===== config.mk =====
export PLATFORM = sky130hd
export DESIGN_NAME = pixel_scan_scheduler
export DESIGN_NICKNAME = d
export VERILOG_FILES = /design/src/rtl/pixel_scan_scheduler.sv
export SDC_FILE = /design/constraint.sdc
export NUM_CORES = 1
export LEC_CHECK = 0
export CORE_MARGIN = 4
export CORE_UTILIZATION = 40
export CTS_CLUSTER_DIAMETER = 150
export DETAILED_ROUTE_END_ITERATION = 7
export GPL_TIMING_DRIVEN = 0
export PLACE_DENSITY = 0.68
export SLEW_MARGIN = 20
export SYNTH_ARGS = -nofsm -noshare
export SYNTH_HDL_FRONTEND = slang
export SYNTH_SLANG_ARGS = --single-unit

===== constraint.sdc =====
create_clock -name aclk -period 6.6 [get_ports aclk]
set_input_delay 0.99 -clock aclk [delete_from_list [all_inputs] [get_ports aclk]]
set_output_delay 0.99 -clock aclk [all_outputs]
set_load 0.01 [all_outputs]

===== src/rtl/pixel_scan_scheduler.sv =====
// Raster-order pixel issuer for the ray generator's hcount/vcount AXI-stream
// inputs, throttled by an in-flight credit counter fed back by ray_done.
module pixel_scan_scheduler #(
    parameter int unsigned H_ACTIVE     = 1280,
    parameter int unsigned V_ACTIVE     = 720,
    parameter int unsigned MAX_INFLIGHT = 32
) (
    input  logic        aclk,
    input  logic        areset,
    input  logic        frame_start,
    output logic        frame_busy,
    output logic        frame_done,
    output logic [10:0] hcount_axis_tdata,
    output logic        hcount_axis_tvalid,
    input  logic        hcount_axis_tready,
    output logic [9:0]  vcount_axis_tdata,
    output logic        vcount_axis_tvalid,
    input  logic        vcount_axis_tready,
    input  logic        ray_done,
    output logic [7:0]  inflight,
    output logic        credit_err
);

    typedef enum logic [1:0] {IDLE, SCAN, DRAIN, DONE} state_e;

    localparam logic [10:0] H_LAST = 11'(H_ACTIVE - 1);
    localparam logic [9:0]  V_LAST = 10'(V_ACTIVE - 1);
    localparam logic [7:0]  MAX_L  = 8'(MAX_INFLIGHT);

    state_e      state_q, state_d;
    logic [10:0] hcount_q, hcount_d;
    logic [9:0]  vcount_q, vcount_d;
    logic        hvalid_q, hvalid_d;
    logic        vvalid_q, vvalid_d;
    logic        hacc_q, hacc_d;
    logic        vacc_q, vacc_d;
    logic [7:0]  inflight_q, inflight_d;
    logic        busy_q, busy_d;
    logic        done_q, done_d;
    logic        cerr_q, cerr_d;

    logic hs_h, hs_v, issue, ret, credit_ok, last_pix;

    always_comb begin
        hs_h      = hvalid_q & hcount_axis_tready;
        hs_v      = vvalid_q & vcount_axis_tready;
        // A pixel completes once each channel has handshaken, now or earlier.
        issue     = (state_q == SCAN) && (hvalid_q || vvalid_q)
                    && (hacc_q || hs_h) && (vacc_q || hs_v);
        ret       = ray_done && (inflight_q != '0);
        last_pix  = (hcount_q == H_LAST) && (vcount_q == V_LAST);
        inflight_d = inflight_q + {7'd0, issue} - {7'd0, ret};
        credit_ok = inflight_d < MAX_L;

        state_d  = state_q;
        hcount_d = hcount_q;
        vcount_d = vcount_q;
        hvalid_d = hvalid_q;
        vvalid_d = vvalid_q;
        hacc_d   = hacc_q;
        vacc_d   = vacc_q;
        busy_d   = busy_q;
        done_d   = 1'b0;
        cerr_d   = cerr_q | (ray_done && (inflight_q == '0));

        case (state_q)
            IDLE: begin
                if (frame_start) begin
                    state_d  = SCAN;
                    hcount_d = '0;
                    vcount_d = '0;
                    hacc_d   = 1'b0;
                    vacc_d   = 1'b0;
                    busy_d   = 1'b1;
                    hvalid_d = credit_ok;
                    vvalid_d = credit_ok;
                end
            end
            SCAN: begin
                if (issue) begin
                    hacc_d = 1'b0;
                    vacc_d = 1'b0;
                    if (last_pix) begin
                        state_d  = DRAIN;
                        hvalid_d = 1'b0;
                        vvalid_d = 1'b0;
                    end else begin
                        if (hcount_q == H_LAST) begin
                            hcount_d = '0;
                            vcount_d = vcount_q + 10'd1;
                        end else begin
                            hcount_d = hcount_q + 11'd1;
                        end
                        hvalid_d = credit_ok;
                        vvalid_d = credit_ok;
                    end
                end else if (hvalid_q || vvalid_q) begin
                    if (hs_h) begin
                        hvalid_d = 1'b0;
                        hacc_d   = 1'b1;
                    end
                    if (hs_v) begin
                        vvalid_d = 1'b0;
                        vacc_d   = 1'b1;
                    end
                end else begin
                    hvalid_d = credit_ok;
                    vvalid_d = credit_ok;
                end
            end
            DRAIN: begin
                if (inflight_q == '0) begin
                    state_d = DONE;
                    done_d  = 1'b1;
                    busy_d  = 1'b0;
                end
            end
            DONE: begin
                state_d = IDLE;
            end
            default: state_d = IDLE;
        endcase
    end

    always_ff @(posedge aclk or posedge areset) begin
        if (areset) begin
            state_q    <= IDLE;
            hcount_q   <= '0;
            vcount_q   <= '0;
            hvalid_q   <= 1'b0;
            vvalid_q   <= 1'b0;
            hacc_q     <= 1'b0;
            vacc_q     <= 1'b0;
            inflight_q <= '0;
            busy_q     <= 1'b0;
            done_q     <= 1'b0;
            cerr_q     <= 1'b0;
        end else begin
            state_q    <= state_d;
            hcount_q   <= hcount_d;
            vcount_q   <= vcount_d;
            hvalid_q   <= hvalid_d;
            vvalid_q   <= vvalid_d;
            hacc_q     <= hacc_d;
            vacc_q     <= vacc_d;
            inflight_q <= inflight_d;
            busy_q     <= busy_d;
            done_q     <= done_d;
            cerr_q     <= cerr_d;
        end
    end

    assign hcount_axis_tdata  = hcount_q;
    assign hcount_axis_tvalid = hvalid_q;
    assign vcount_axis_tdata  = vcount_q;
    assign vcount_axis_tvalid = vvalid_q;
    assign inflight           = inflight_q;
    assign frame_busy         = busy_q;
    assign frame_done         = done_q;
    assign credit_err         = cerr_q;

endmodule


==> metrics.md <==
| Metric | Value |
|---|---|
| Outcome | `finished clean` |
| Metal3 WL | `175 um` |
| Clock-pin slew on the worst setup and hold paths | `70 ps` |
| Critical path required time | `6820 ps` |
| Post-route setup TNS | `0 ps` |
| DRT iter0 DRCs | `101` |
| Gr usage total | `15.4%` |
| First-pass DRT Iterations | `4` |
| Hold Crit Class | `reg2reg` |
| RD Place Congestion | `0.794` |
| Final hold vios | `0` |
| Kind of critical path | `in2reg` |
| Layout cells sized above 1 | `7.37%` |
| Postcts setup bufs | `0` |
| Post-cts resize count | `0` |
| Clock latency on the worst-skew pair | `290 ps` |
| Total Routed Length | `5070 um` |
| Synth warn | `0` |
| Synthesized area | `0.00226 mm2` |
| Standard-cell rows | `27` |
| Non-Filler Instances | `357` |
| Congestion Overflow GR | `0` |
| # clock sinks | `38` |
| CTS max path bufs | `2` |
| Min Clock Period, post-route | `4200 ps` |
| CTS tree | `yes` |
| Die ar. | `0.00691 mm2` |
| Commonest register cell after synthesis | `dfrtp_1` |
| Number of nets in the layout | `308` |
| FFs w/ async S/R, synth | `100%` |
| Synth top area cells | `dfrtp_1, ha_1, nor2_1` |
| M1 WL | `2440 um` |
| Post-DP HPWL | `3740 um` |
| TritonCTS Buffers | `5` |
| H-Tree Depth | `2` |
| Avg Cell Area, Syn | `9.52 um2` |
| Port buffer count | `39` |
| Fmax | `238 MHz` |
| Endpoint class of the critical path | `flop` |
| ANT nets after route | `0` |
| Per-cell routed wire length | `14.2 um` |
| Worst vdd ir | `186 uV` |
| Number of diodes | `0` |
| WP data arrival | `4420 ps` |
| P_leak | `1.26 nW` |
| Power Total | `0.00107 W` |
| Layout fillers | `524` |
| Hold path startpoint | `credit_err` |
| Worst setup path startpoint | `vcount_axis_tready` |
| I/O pin cnt | `40` |
| Vias per inst | `5.50` |
| Global-route wire length before repair | `8900 um` |
| Vias in the first global route | `1930` |
| Top-area cell type share of the netlist area | `42.2%` |
| Final Max Tran Viols | `0` |
| Top Layer Used | `met4` |
| Count of cell types in the netlist | `49` |
| Hold_buf cts | `0` |
| Final Setup Violations | `0` |
| Placed cells | `349` |
| Antenna violations before repair | `0` |
| Post-Syn Instances | `237` |
| Final Skew | `11.5 ps` |
| Max cap viols | `0` |
| Final period utilization | `63.6%` |
| Number of synthesized register bits | `38` |
| Root cell of the clock tree | `clkbuf_8` |
| RSZ-0062 raised after global routing | `no` |
| Reg-to-reg startpoint | `state_q[1]` |
| Sequential fraction of the synthesis area | `42.2%` |
| Worst slew pin tran | `746 ps` |
| Die span in x | `83.1 um` |
| Max_slew headroom | `50.1%` |
| Startpoint types | `primary input` |
| Largest net degree at the start of global routing | `30` |
| Area growth, synth to finish | `28.5%` |
| Initial Util | `41.2%` |
| Wire length on met2 | `2390 um` |
| Core ar. | `0.00547 mm2` |
| Vias after detailed routing | `1964` |
| Die Y | `83.1 um` |
| Number of synthesized flops with an enable pin | `0` |
| Worst-path fanout max | `4` |
| # DRC | `0` |
| Syn_nets | `261` |
| P per Cell Area | `370 mW/mm2` |
| Yosys top cell by area | `dfrtp_1` |
area by class of cell:
| class | instances | area [um2] | area share (%) |
|---|---|---|---|
| multi-input combinational | 176 | 1200 | 41.4 |
| sequential | 38 | 951 | 32.8 |
| timing repair buffer | 40 | 410 | 14.2 |
| tap | 72 | 90.1 | 3.11 |
| clock buffer | 6 | 82.6 | 2.85 |
| inverter | 18 | 67.6 | 2.33 |
| clock inverter | 2 | 60.1 | 2.07 |
| buffer | 5 | 36.3 | 1.25 |
synth_stat cells, types with 2 or more instances:
master and instances:
xor2_1 3, nor4_1 3, and3_1 6, nor2_1 19, o31ai_1 7, o22a_1 2
dfrtp_1 38, nand2_1 12, buf_2 2, o21ai_1 13, a21o_1 3, nor2b_1 3
xnor2_1 5, nand3_1 10, a31oi_1 5, or3_1 2, and2_1 4, mux2i_1 3
nand4_1 5, a22o_1 2, o21ai_0 13, ha_1 17, a21oi_1 11, nand2b_1 2
buf_6 2, inv_1 18, or4_1 5
stage by stage:
step / cell area (um2) / hold WS (ps) / setup slack (ps) / util [%]
floorplan: 2260 / 463 / 2980 / -
global placement: 2740 / 438 / 2150 / 50.0
global route: 2900 / 492 / 2250 / 53.0
finish: 2900 / 464 / 2400 / 53.0
detailed placement: 2760 / 459 / 2110 / 50.4
CTS: 2900 / 473 / 2390 / 53.0
sequential cells by signal, summed over array words and instances, names as in the netlist:
signal / flops
hcount_axis_tvalid: 1
vcount_axis_tdata: 10
frame_busy: 1
state_q: 2
vcount_axis_tvalid: 1
hacc_q: 1
hcount_axis_tdata: 11
inflight: 8
vacc_q: 1
frame_done: 1
credit_err: 1
path summary, 6_finish.rpt:
path	endpoint	slack (ps)	cells after the start
worst min-delay path	credit_err	460	1
worst min register to register	credit_err	460	1
worst max-delay path	vcount_axis_tvalid	2400	13
worst max register to register	vcount_axis_tvalid	2880	14
min in group asynchronous	hcount_axis_tdata[0]	930	2
max in group asynchronous	inflight[5]	5240	3
layer usage:
layer,GRT usage (%),vias up
met4,4.90,0
met3,3.27,7
met1,20.7,965
met2,24.8,37
met5,0,-
li1,-,955
power by group:
part / total (W) / switching (W) / internal [W]
Combinational: 0.000498 / 0.000255 / 0.000243
Clock: 0.000245 / 0.0000837 / 0.000161
Sequential: 0.000330 / 0.0000444 / 0.000286
placed cells by master (no fill, tap or decap), types with 6 or more instances in the layout:
master,synthesis,layout
nand3_1,10,10
clkbuf_8,0,6
nor2_1,19,19
dfrtp_1,38,38
a21oi_1,11,11
o21ai_1,13,13
inv_1,18,17
clkdlybuf4s50_1,0,39
o21ai_0,13,13
ha_1,17,17
and3_1,6,6
nand2_1,12,12
o31ai_1,7,7
worst max-delay path, cell delays in order:
cell	delay, ps
clkdlybuf4s50_1	520
a21oi_1	100
or3_1	460
ha_1	300
inv_1	60
ha_1	180
inv_1	60
fa_1	400
nor2b_1	170
o221ai_1	190
a311o_1	380
nor4_1	390
o22a_1	210
logic make-up after synthesis:
logic type | count (synthesis) | synth area share (%)
adders and majority gates | 18 | 10.3
buffers and inverters | 23 | 4.60
DFF | 38 | 42.2
xor gates and xnor gates | 8 | 3.11
AOI/OAI and AO/OA | 69 | 19.6
muxes | 5 | 2.33
and+or+nand+nor | 76 | 17.9
Note: power is estimated with default switching activity, not from simulation.
